`config.mk`:
```
export PLATFORM = sky130hd
export DESIGN_NAME = uart_rx
export DESIGN_NICKNAME = d
export VERILOG_FILES = /design/src/rtl/uart_pkg.sv /design/src/rtl/uart_rx_sync.sv /design/src/rtl/uart_rx.sv
export SDC_FILE = /design/constraint.sdc
export NUM_CORES = 1
export LEC_CHECK = 0
export CAP_MARGIN = 20
export CORE_MARGIN = 1
export CORE_UTILIZATION = 36
export DETAILED_ROUTE_END_ITERATION = 10
export MAX_ROUTING_LAYER = met4
export PLACE_DENSITY = 0.52
export SETUP_SLACK_MARGIN = 0.02
export SLEW_MARGIN = 20
export SYNTH_ARGS = -nofsm -noshare
export SYNTH_HDL_FRONTEND = slang
export SYNTH_SLANG_ARGS = --single-unit
```
`constraint.sdc`:
```
create_clock -name clock -period 4.74 [get_ports clock]
set_clock_uncertainty 0.2 [all_clocks]
set_input_delay 1.422 -clock clock [delete_from_list [all_inputs] [get_ports clock]]
set_output_delay 1.422 -clock clock [all_outputs]
set_load 0.05 [all_outputs]
```
`src/rtl/uart_pkg.sv`:
```
// uart_pkg: shared UART state type and bit-timing helper (PARITY state only with UART_RX_PARITY_EN)
package uart_pkg;
   typedef enum logic [2:0] {
      S_IDLE,
      S_START,
      S_DATA,
`ifdef UART_RX_PARITY_EN
      S_PARITY,
`endif
      S_STOP
   } rx_state_t;
   function automatic int ticks_per_bit(input int clock_freq, input int baud_rate);
      return clock_freq / baud_rate;
   endfunction
endpackage

```
`src/rtl/uart_rx_sync.sv`:
```
// uart_rx_sync: two-flop synchronizer for the serial line, resets to the idle-high level
module uart_rx_sync (
   input  logic clock,
   input  logic resetn,
   input  logic d,
   output logic q
);
   logic meta;
   always_ff @(posedge clock or negedge resetn)
      if (!resetn) {q, meta} <= 2'b11;
      else {q, meta} <= {meta, d};
endmodule

```
`src/rtl/uart_rx.sv`:
```
// uart_rx: mid-bit sampling UART receiver with valid/ready output; UART_RX_PARITY_EN adds even parity
module uart_rx import uart_pkg::*; #(
   parameter int CLOCK_FREQ = 50_000_000,
   parameter int BAUD_RATE  = 115_200,
   parameter int WIDTH      = 8
) (
   input  logic             clock,
   input  logic             resetn,
   input  logic             rx,
   output logic [WIDTH-1:0] data,
   output logic             valid,
   input  logic             ready,
   output logic             framing_error,
   output logic             overrun
`ifdef UART_RX_PARITY_EN
   ,
   output logic             parity_error
`endif
);
   localparam int TPB = ticks_per_bit(CLOCK_FREQ, BAUD_RATE);
   localparam int CW  = $clog2(TPB) + 1;
   localparam int IW  = $clog2(WIDTH) + 1;
   if (TPB < 4) begin : g_tpb_check
      $error("uart_rx: CLOCK_FREQ/BAUD_RATE must be at least 4");
   end
   rx_state_t        state;
   logic [CW-1:0]    cnt;
   logic [IW-1:0]    idx;
   logic [WIDTH-1:0] shreg;
   logic             rx_s;
   logic             tick;
`ifdef UART_RX_PARITY_EN
   logic             par;
`endif
   uart_rx_sync u_sync (.clock(clock), .resetn(resetn), .d(rx), .q(rx_s));
   assign tick = cnt == CW'(1);
   always_ff @(posedge clock or negedge resetn)
      if (!resetn) begin
         state         <= S_IDLE;
         cnt           <= '0;
         idx           <= '0;
         shreg         <= '0;
         data          <= '0;
         valid         <= 1'b0;
         framing_error <= 1'b0;
         overrun       <= 1'b0;
`ifdef UART_RX_PARITY_EN
         par           <= 1'b0;
         parity_error  <= 1'b0;
`endif
      end else begin
         framing_error <= 1'b0;
         overrun       <= 1'b0;
`ifdef UART_RX_PARITY_EN
         parity_error  <= 1'b0;
`endif
         if (valid && ready) valid <= 1'b0;
         if (cnt != '0) cnt <= cnt - 1'b1;
         case (state)
            S_IDLE: if (!rx_s) begin
               cnt   <= CW'(TPB / 2);
               state <= S_START;
            end
            S_START: if (tick) begin
               if (rx_s) state <= S_IDLE;
               else begin
                  cnt   <= CW'(TPB);
                  idx   <= '0;
                  state <= S_DATA;
               end
            end
            S_DATA: if (tick) begin
               shreg <= {rx_s, shreg[WIDTH-1:1]};
               cnt   <= CW'(TPB);
               idx   <= idx + 1'b1;
`ifdef UART_RX_PARITY_EN
               if (idx == IW'(WIDTH - 1)) state <= S_PARITY;
`else
               if (idx == IW'(WIDTH - 1)) state <= S_STOP;
`endif
            end
`ifdef UART_RX_PARITY_EN
            S_PARITY: if (tick) begin
               par   <= rx_s;
               cnt   <= CW'(TPB);
               state <= S_STOP;
            end
`endif
            // a low stop bit leaves cnt at 0 and parks here until the line returns high
            S_STOP: if (tick) begin
               if (rx_s) begin
                  state <= S_IDLE;
                  if (!valid || ready) begin
                     data  <= shreg;
                     valid <= 1'b1;
                  end else overrun <= 1'b1;
`ifdef UART_RX_PARITY_EN
                  parity_error <= ^shreg ^ par;
`endif
               end else framing_error <= 1'b1;
            end else if (cnt == '0 && rx_s) state <= S_IDLE;
            default: state <= S_IDLE;
         endcase
      end
endmodule

```
; Word level (Yosys, flattened, before mapping)
; Cells that the tools add are included.
[word_totals]
inputBits = 4
ff_bits = 38
word_cells = 67
[op_classes]
mux = 31
eq_ne = 12
n_addsub = 2
n_reduce_logical = 12
[op_table]
columns = cell, n
row1 = two-way mux 10 bit, 5
row2 = case mux 10 bit (3 select lines), 1
row3 = two-way mux 3 bit, 7
row4 = two-way mux 1 bit, 12
row5 = two-way mux 4 bit, 3
row6 = case mux 3 bit (4 select lines), 1
row7 = "== test 10 x 1 -> 1 bit, second input constant", 1
row8 = logical NOT 10 bit, 1
row9 = "!= test 2 bit, second input constant", 5
row10 = nonzero test 10 bit, 1
row11 = "subtractor 10 x 1 -> 10 bit, second input constant", 1
row12 = case mux 4 bit (2 select lines), 1
row13 = AND reduction 4 bit, 2
row14 = "== test 3 x 2 -> 1 bit, second input constant", 2
row15 = AND reduction 6 bit, 1
row16 = "adder 4 x 1 -> 4 bit, second input constant", 1
row17 = "== test 4 x 3 -> 1 bit, second input constant", 1
row18 = "== test 3 x 1 -> 1 bit, second input constant", 1
row19 = logical NOT 3 bit, 1
row20 = "!= test 3 x 2 -> 1 bit, second input constant", 1
row21 = "!= test 3 bit, second input constant", 1
row22 = logical AND 1 bit, 2
row23 = two-way mux 2 bit, 1
row24 = AND reduction 2 bit, 1
row25 = 3 further kinds, 3

; Depth between registers and ports, before layout
; Gate-level depths: netlist of run 1.
[depth]
depth_word = 6
depth_mapped = 6
ltp_nobuf = 6

; Cells and area by module
; Synthesis of run 1 repeated with hierarchy kept, for this count alone.
[unflattened]
cells_unflattened = 173
area_unflattened_um2 = 1821.7
[by_module_without_submodules]
columns = mod, seq_area_each_um2, area_per_inst_um2, cells_each, instances
row1 = uart_rx, 875.8, 1769.2, 171, 1
row2 = uart_rx_sync, 52.6, 52.6, 2, 1

; Worst setup path after synthesis of run 1
; OpenSTA, ideal clock, no wires.
[synth_path]
path_kind = input port to flip-flop
start = input port ready
end = register data[0]
setup_ns = 0.125
n_path_buf = 1
arrival_ns = 2.323
required_time_ns = 4.415
stages = 4
path_slack_ns = 2.092
cell_sequence = nand2b_1 > or3b_1 > buf_6 > mux2_4
[synth_between]
elab_chain_len = 2
[synth_rtl]
columns = element, line_no
row1 = "start, declared", uart_rx.sv:12  ; input logic ready,
row2 = logical OR 1 bit, uart_rx.sv:93  ; if (!valid || ready) begin
row3 = AND reduction 4 bit (no source line), n/a
row4 = "end signal, assigned", uart_rx.sv:94  ; data <= shreg;
row5 = "end, declared", uart_rx.sv:10  ; output logic [WIDTH-1:0] data,
; Every way passes these cells.
; A chain may end at the register's enable or synchronous reset.

; Worst setup path in the final report of run 1
[layout_path]
start = register data[6]
end = output port data[6]
; No word-level cell between the ends.

==> impl_metrics.yaml, run 1 <==
critical_path:
  worst_ep_required_time_ns: 3.12
  crit_fanout: 2
  path_cells: "clkdlybuf4s50_1"
  critPathKind: "reg2out"
  worst_ep_arrival_time_ns: 1.47
  start_kind: "register"
  max_stage_delay_ns: 0.81
  path_delay_family: "buffers and inverters"
  crit_path_top_delay_cell: "clkdlybuf4s50_1"
  worst_setup_path_end_kind: "output pin"
  worst-path-buf-inv: 1
pwr:
  pwr-share-seq_pct: 58.9
  power_density_nw_per_um2: 266
  clkPwrFrac_pct: 39.4
  ir_worst_vdd_mv: 0.178
  share_comb_of_total_power_pct: 1.6
  internal_power_uw: 421
  switchingPower_uw: 120
  sw_frac_of_total_pct: 22.1
  p_leak_uw: 0.000881
route:
  detail_route.vias_per_cell: 5.07
  antenna_left: 0
  drt-initial-drc-count: 60
  wl_per_cell_um: 13.7
  vias: 1167
  drc: 0
  dr.pass1.iters: 4
  wl_um: 3150
synthesis:
  synth_most_common_cell: "dfrtp_1"
  yosys.area.top_type: "dfrtp_1"
  synth_fp_nets: 156
  yosys_warnings: 0
  synth.avg_cell_area_um2: 11.9
  synthFlopType: "dfrtp_1"
  synth_edf_count: 0
  synthArstFlopShare_pct: 100
  synthTopCellsByArea: "dfrtp_1, mux2_4, mux2_2"
  synth_top_area_share_pct: 49.8
  ys_seq_elements: 37
  synth_cell_types: 40
  yosysSeqAreaShare_pct: 52.8
  synthTopCellsByCount: "dfrtp_1, nand2_1, a21oi_1, mux2_2, mux2_4"
  synth_cells: 148
  syn_area_um2: 1760
status:
  outcome: "complete, no violations"
clock_tree:
  cts-buffers-inserted: 5
  clockBufferDepth: 2
  clk_latency_ns: 0.29
  htree_levels: 2
  clock-sinks: 37
  cts_root_buf: "clkbuf_8"
  cts_tree: "built"
  ctsHoldBuffers: 0
  post_cts_buffers: 0
  postCtsResizedCells: 0
  clkTransAtPathRegs_ns: 0.07
sta:
  rsz0062_at_grt: "false"
  period_minus_slack_ns: 3.09
  max_freq_mhz: 324
  hold_viol_final: 0
  whs_ns: 0.163
  post-route-period-util_pct: 65.2
  tightestPinTransition_ns: 0.795
  fin_ws_ns: 1.65
  final_max_slew_viol_count: 0
  setup_tns_ns: 0
  setup_violations: 0
  slew_headroom_pct: 47.0
floorplanning:
  num_rows: 25
  core_region_area_um2: 4720
  dieArea_um2: 5170
  die_y_um: 71.9
  io_pins: 15
  fp.dieW_um: 71.9
  start_util_pct: 37.2
global_routing:
  grtUsageTotal_pct: 15.0
  grt.overflow.total: 0
  grt_pass1_wl_um: 5630
  grt_pass1_vias: 1209
  antenna_found_initial: 0
  grt_max_degree: 38
final_layout:
  drive_gt1_share_pct: 20.2
  fin_area_um2: 2030
  fin_nets: 170
  area_delta_synth_final_pct: 15.4
  insertedDiodeCount: 0
worst_hold_path:
  hp-class: "reg2reg"
placed_design:
  post-dp-hpwl_um: 2250
  dpl_cell_area_um2: 1940
  gp_congestion: 0.720
  port_buffers: 14
  post-place-ws_ns: 1.44
job:
  drv_cap: 0
[cells in the final DEF, fill, tap and decap left out, drive strengths merged, types with 2 or more instances in the layout]
cell           count
inv                5
nor3               7
a21oi              8
a31oi              2
dfrtp             35
o21ai              5
o2111ai            2
or4                2
a311o              2
xnor2              4
ha                 4
nand3              5
nor3b              3
nand2b             2
nor2               5
clkdlybuf4s50     13
clkbuf             5
mux2              16
mux2i              2
nor4               3
nand2             11
nand3b             2
or3b               3
dfstp              2
clkinv             2
o31ai              2
[per-stage QoR]
| step | utilization [%] | power [uW] | cells |
|---|---|---|---|
| 6_report | 42.9 | 540 | 230 |
| 5_1_grt | 42.9 | 563 | 230 |
| 3_5_place_dp | 41.1 | 334 | 222 |
| 3_3_place_gp | 41.1 | 334 | 222 |
| 4_1_cts | 42.9 | 548 | 230 |
| 2_1_floorplan | - | 325 | 148 |
[state kept, by name, indices dropped and copies added, names as in the netlist]
name and count:
valid 1, shreg 8, u_sync.q 1, state 2, data 8, cnt 10, framing_error 1, idx 4
u_sync.meta 1, overrun 1
[power by group through the flow]
stage / clock network (uW) / logic [uW] / registers [uW]
floorplan: 0 / 2.00 / 323
global placement: 0 / 9.31 / 324
detailed placement: 0 / 9.56 / 324
CTS: 220 / 9.54 / 318
global route: 234 / 10.7 / 318
finish: 213 / 8.80 / 318
[cell families after synthesis]
family                   after synthesis  share of synthesized area, %
flip-flops                            37                          52.8
AND/OR/NAND/NOR                       47                          16.6
buffers and inverters                 12                          3.06
adder cells (fa/ha/maj)                4                          2.85
XOR/XNOR                               5                          2.49
multiplexers                          18                          13.1
AO/OA/AOI/OAI                         25                          9.11
[worst reg2reg max path, cell delays in order, from the launching register on]
cell and delay (ns):
dfrtp_1 0.43, nor4_4 0.61, nand3_2 0.27, or3b_1 0.66, mux2_4 0.38
[metal layers]
| metal | GRT usage [%] | wire [um] | share of wire [%] | vias up |
|---|---|---|---|---|
| met4 | 8.71 | 42 | 1.3 | 0 |
| met3 | 4.08 | 97 | 3.1 | 4 |
| li1 | - | - | - | 562 |
| met1 | 18.3 | 1450 | 46 | 588 |
| met5 | - | 0 | 0 | - |
| met2 | 22.3 | 1560 | 50 | 13 |
[final cells by class]
type                       count  area (um^2)
timing repair buffer          14          135
sequential                    37          928
multi-input combinational     99          776
clock buffer                   5         68.8
fill                         451         2700
tap                           67         83.8
inverter                       5         18.8
clock inverter                 3         17.5
[path summary, 6_finish.rpt]
check	slack, ns	startpoint	depth (start not counted)	end
max in group asynchronous	2.82	resetn	1	shreg[1]
min	0.16	u_sync.meta	0	u_sync.q
max	1.65	data[6]	1	data[6]
max reg2reg	2.10	cnt[6]	4	data[6]
min in group asynchronous	1.02	resetn	1	cnt[2]
min reg2reg	0.16	u_sync.meta	0	u_sync.q
(Power assumes the default switching activity.)
==> inputs of run 2 (changes only) <==
Settings changed: PLACE_DENSITY 0.52 to 0.54.
Clock period 4.74 ns to 2.7 ns, I/O delays scaled along.
==> impl_metrics.yaml, run 2 (synthesis gave the netlist of run 1 again) <==
status:
  outcome: "complete, no violations"
route:
  vias: 1160
  drt-initial-drc-count: 57
  wl_per_cell_um: 14.4
  drc: 0
  wl_um: 3360
  antenna_left: 0
  detail_route.vias_per_cell: 4.98
  dr.pass1.iters: 4
sta:
  slew_headroom_pct: 44.9
  period_minus_slack_ns: 2.48
  max_freq_mhz: 403
  rsz0062_at_grt: "false"
  whs_ns: 0.159
  hold_viol_final: 0
  post-route-period-util_pct: 91.8
  final_max_slew_viol_count: 0
  tightestPinTransition_ns: 0.827
  setup_violations: 0
  fin_ws_ns: 0.221
  setup_tns_ns: 0
clock_tree:
  cts_root_buf: "clkbuf_8"
  ctsHoldBuffers: 0
  clock-sinks: 37
  clkTransAtPathRegs_ns: 0.08
  postCtsResizedCells: 0
  cts-buffers-inserted: 5
  clk_latency_ns: 0.29
  cts_tree: "built"
  htree_levels: 2
  post_cts_buffers: 0
  clockBufferDepth: 2
global_routing:
  grt_max_degree: 38
  grt_pass1_vias: 1154
  antenna_found_initial: 0
  grt.overflow.total: 0
  grtUsageTotal_pct: 15.0
  grt_pass1_wl_um: 5660
final_layout:
  insertedDiodeCount: 0
  fin_nets: 173
  layout_common_cells: "dfrtp_1, clkdlybuf4s50_1, nand2_1"
  largestRegisters: "cnt: 10 flops, data: 8 flops, shreg: 8 flops"
  drive_gt1_share_pct: 21.1
  largest_reg_flops: 10
  area_delta_synth_final_pct: 18.1
  top_register: "cnt"
  fin_util_pct: 43.9
  final_common_cell: "dfrtp_1"
critical_path:
  crit_path_top_delay_cell: "clkdlybuf4s50_1"
  timing.rr.start: "cnt[8]"
  max_stage_delay_ns: 0.81
  r2r-end: "data[1]"
  start_kind: "register"
  crit_fanout: 2
  path_cells: "clkdlybuf4s50_1"
  worst_ep_arrival_time_ns: 1.47
  r2r_slack_ns: 0.34
  critPathKind: "reg2out"
  worst_setup_path_end_kind: "output pin"
  worst-path-buf-inv: 1
  worst_r2r_path_depth: 4
  worst_ep_required_time_ns: 1.69
  path_delay_family: "buffers and inverters"
floorplanning:
  core_region_area_um2: 4720
  die_y_um: 71.9
  start_util_pct: 37.2
  io_pins: 15
  dieArea_um2: 5170
  num_rows: 25
  fp.dieW_um: 71.9
placed_design:
  post-place-ws_ns: 0.00781
  port_buffers: 14
  gp_congestion: 0.853
  post-dp-hpwl_um: 2370
worst_hold_path:
  worst_hold_startpoint: "u_sync.meta"
  hold_depth: 0
  hold-path-endpoint: "u_sync.q"
  hp-class: "reg2reg"
pwr:
  ir_worst_vdd_mv: 0.322
  p_leak_uw: 0.000906
  power_density_nw_per_um2: 503
job:
  drv_cap: 0
-- run 2: cell count changes in the layout (fill, tap and decap cells not counted), sizes merged --
cell / before / now
bufinv: 0 / 1
clkinv: 2 / 1
clkinvlp: 1 / 0
buf: 1 / 4
clkbuf: 5 / 6
-- run 2: how the worst max path moves through the flow --
stage                        startpoint            end  cells after the start
after global routing      framing_error  framing_error                      1
after global placement            ready        data[6]                      4
after CTS                         valid          valid                      1
after detailed placement          ready        data[1]                      4
final                             valid          valid                      1
after floorplan                  cnt[9]        data[0]                      5
-- run 2: stage by stage --
step                instance area (um^2)  total power, uW  cells
finish                              2080             1040    233
global route                        2080             1090    233
CTS                                 2080             1060    233
detailed placement                  1960              586    225
global placement                    1960              586    225
floorplan                           1760              571    148
-- run 2: layout make-up --
class	instances	area, um^2
tap	67	83.8
sequential	37	928
fill	446	2650
inverter	5	18.8
timing repair buffer	17	158
clock inverter	2	38.8
clock buffer	6	72.6
multi-input combinational	99	776
-- run 2: per-layer routing --
| layer | share of wire, % | GRT usage, % | routed length, um |
|---|---|---|---|
| met3 | 3.5 | 4.22 | 119 |
| met5 | 0 | - | 0 |
| met1 | 51 | 20.1 | 1710 |
| met2 | 44 | 21.4 | 1490 |
| met4 | 1.5 | 6.32 | 51 |
-- run 2: power by group --
group          switching [uW]  internal (uW)
logic                    12.0           3.96
registers                2.02            557
clock network             193            277
total                     207            838
==> inputs of run 3 (changes only) <==
Settings changed: CELL_PAD_IN_SITES_DETAIL_PLACEMENT from default to 1, CELL_PAD_IN_SITES_GLOBAL_PLACEMENT from default to 2, CORE_UTILIZATION 36 to 35, PLACE_DENSITY 0.54 to 0.73.
==> impl_metrics.yaml, run 3 (synthesis gave the netlist of run 1 again) <==
status:
  outcome: "complete, no violations"
floorplanning:
  fp.dieW_um: 72.9
  start_util_pct: 36.7
  io_pins: 15
  num_rows: 25
  core_region_area_um2: 4790
  die_y_um: 72.9
  dieArea_um2: 5310
critical_path:
  path_delay_family: "buffers and inverters"
  worst_setup_path_end_kind: "output pin"
  r2r-end: "data[3]"
  crit_fanout: 2
  worst_r2r_path_depth: 5
  worst_ep_arrival_time_ns: 1.46
  worst-path-buf-inv: 1
  path_cells: "clkdlybuf4s50_1"
  max_stage_delay_ns: 0.81
  timing.rr.start: "cnt[1]"
  critPathKind: "reg2out"
  r2r_slack_ns: 0.33
  worst_ep_required_time_ns: 1.69
  start_kind: "register"
  crit_path_top_delay_cell: "clkdlybuf4s50_1"
sta:
  post-route-period-util_pct: 91.6
  tightestPinTransition_ns: 0.782
  rsz0062_at_grt: "false"
  period_minus_slack_ns: 2.47
  max_freq_mhz: 404
  slew_headroom_pct: 47.4
  setup_violations: 0
  setup_tns_ns: 0
  final_max_slew_viol_count: 0
  hold_viol_final: 0
final_layout:
  fin_nets: 174
  top_register: "cnt"
  largest_reg_flops: 10
  drive_gt1_share_pct: 21.6
  area_delta_synth_final_pct: 19.3
  insertedDiodeCount: 0
  largestRegisters: "cnt: 10 flops, data: 8 flops, shreg: 8 flops"
  layout_common_cells: "dfrtp_1, clkdlybuf4s50_1, nand2_1"
  fin_area_um2: 2100
  final_common_cell: "dfrtp_1"
route:
  wl_per_cell_um: 15.9
  drc: 0
  drt-initial-drc-count: 61
  dr.pass1.iters: 5
  detail_route.vias_per_cell: 5.04
  antenna_left: 0
  wl_um: 3720
  vias: 1179
clock_tree:
  cts_tree: "built"
  cts-buffers-inserted: 5
  ctsHoldBuffers: 0
  postCtsResizedCells: 0
  clock-sinks: 37
  post_cts_buffers: 0
  clockBufferDepth: 2
  htree_levels: 2
  clkTransAtPathRegs_ns: 0.07
  cts_root_buf: "clkbuf_8"
  clk_latency_ns: 0.29
global_routing:
  grt_pass1_wl_um: 6260
  grt_pass1_vias: 1263
  grt.overflow.total: 0
  grtUsageTotal_pct: 16.5
  grt_max_degree: 38
  antenna_found_initial: 0
placed_design:
  port_buffers: 14
  dpl_cell_area_um2: 1980
  gp_congestion: 0.823
  post-dp-hpwl_um: 2570
pwr:
  ir_worst_vdd_mv: 0.292
  p_leak_uw: 0.000914
  power_density_nw_per_um2: 515
job:
  drv_cap: 0
worst_hold_path:
  hp-class: "reg2reg"
  worst_hold_startpoint: "u_sync.meta"
  hold_depth: 0
  hold-path-endpoint: "u_sync.q"
-- run 3: cell types whose count changed in the layout (fill, tap and decap cells not counted) --
cell             delta
clkbuf_1            -1
clkbuf_8            +1
clkinv_4            -1
buf_4               +1
buf_2               -1
clkdlybuf4s50_1     +1
clkinvlp_4          +1
-- run 3: report_power, final --
group	internal (uW)	switching [uW]
sequential	557	2.28
clock	300	203
combinational	5.65	12.3
-- run 3: metrics by stage --
step                      power [uW]  worst slack [ns]  utilization [%]  cells  hold slack [ns]
after CTS                       1090             0.206             43.8    234            0.165
after global routing            1120             0.169             43.8    234            0.174
final                           1080             0.226             43.8    234            0.163
after floorplan                  571             0.609                -    148            0.145
after detailed placement         589           -0.0276             41.3    226            0.150
after global placement           588            0.0393             41.3    226            0.149
-- run 3: layer usage --
layer	track usage [%]	part of all wire [%]
met3	4.14	3.0
met1	21.0	47
met4	5.88	1.1
met2	25.4	49
met5	-	0
-- run 3: worst max-delay path by stage --
| stage | endpoint | slack (ns) | cells after the start | start |
|---|---|---|---|---|
| after floorplan | data[0] | 0.61 | 5 | cnt[9] |
| after CTS | data[3] | 0.21 | 1 | data[3] |
| after global routing | data[6] | 0.17 | 1 | data[6] |
| after detailed placement | data[3] | -0.03 | 4 | ready |
| final | valid | 0.23 | 1 | valid |
| after global placement | data[1] | 0.04 | 4 | ready |
-- run 3: area by class of cell --
type / instances / area, um^2
Clock buffer: 6 / 82.6
Timing Repair Buffer: 18 / 170
Clock inverter: 2 / 37.5
Multi-Input combinational cell: 99 / 776
Fill cell: 537 / 2690
Inverter: 5 / 18.8
Tap cell: 67 / 83.8
Sequential cell: 37 / 928
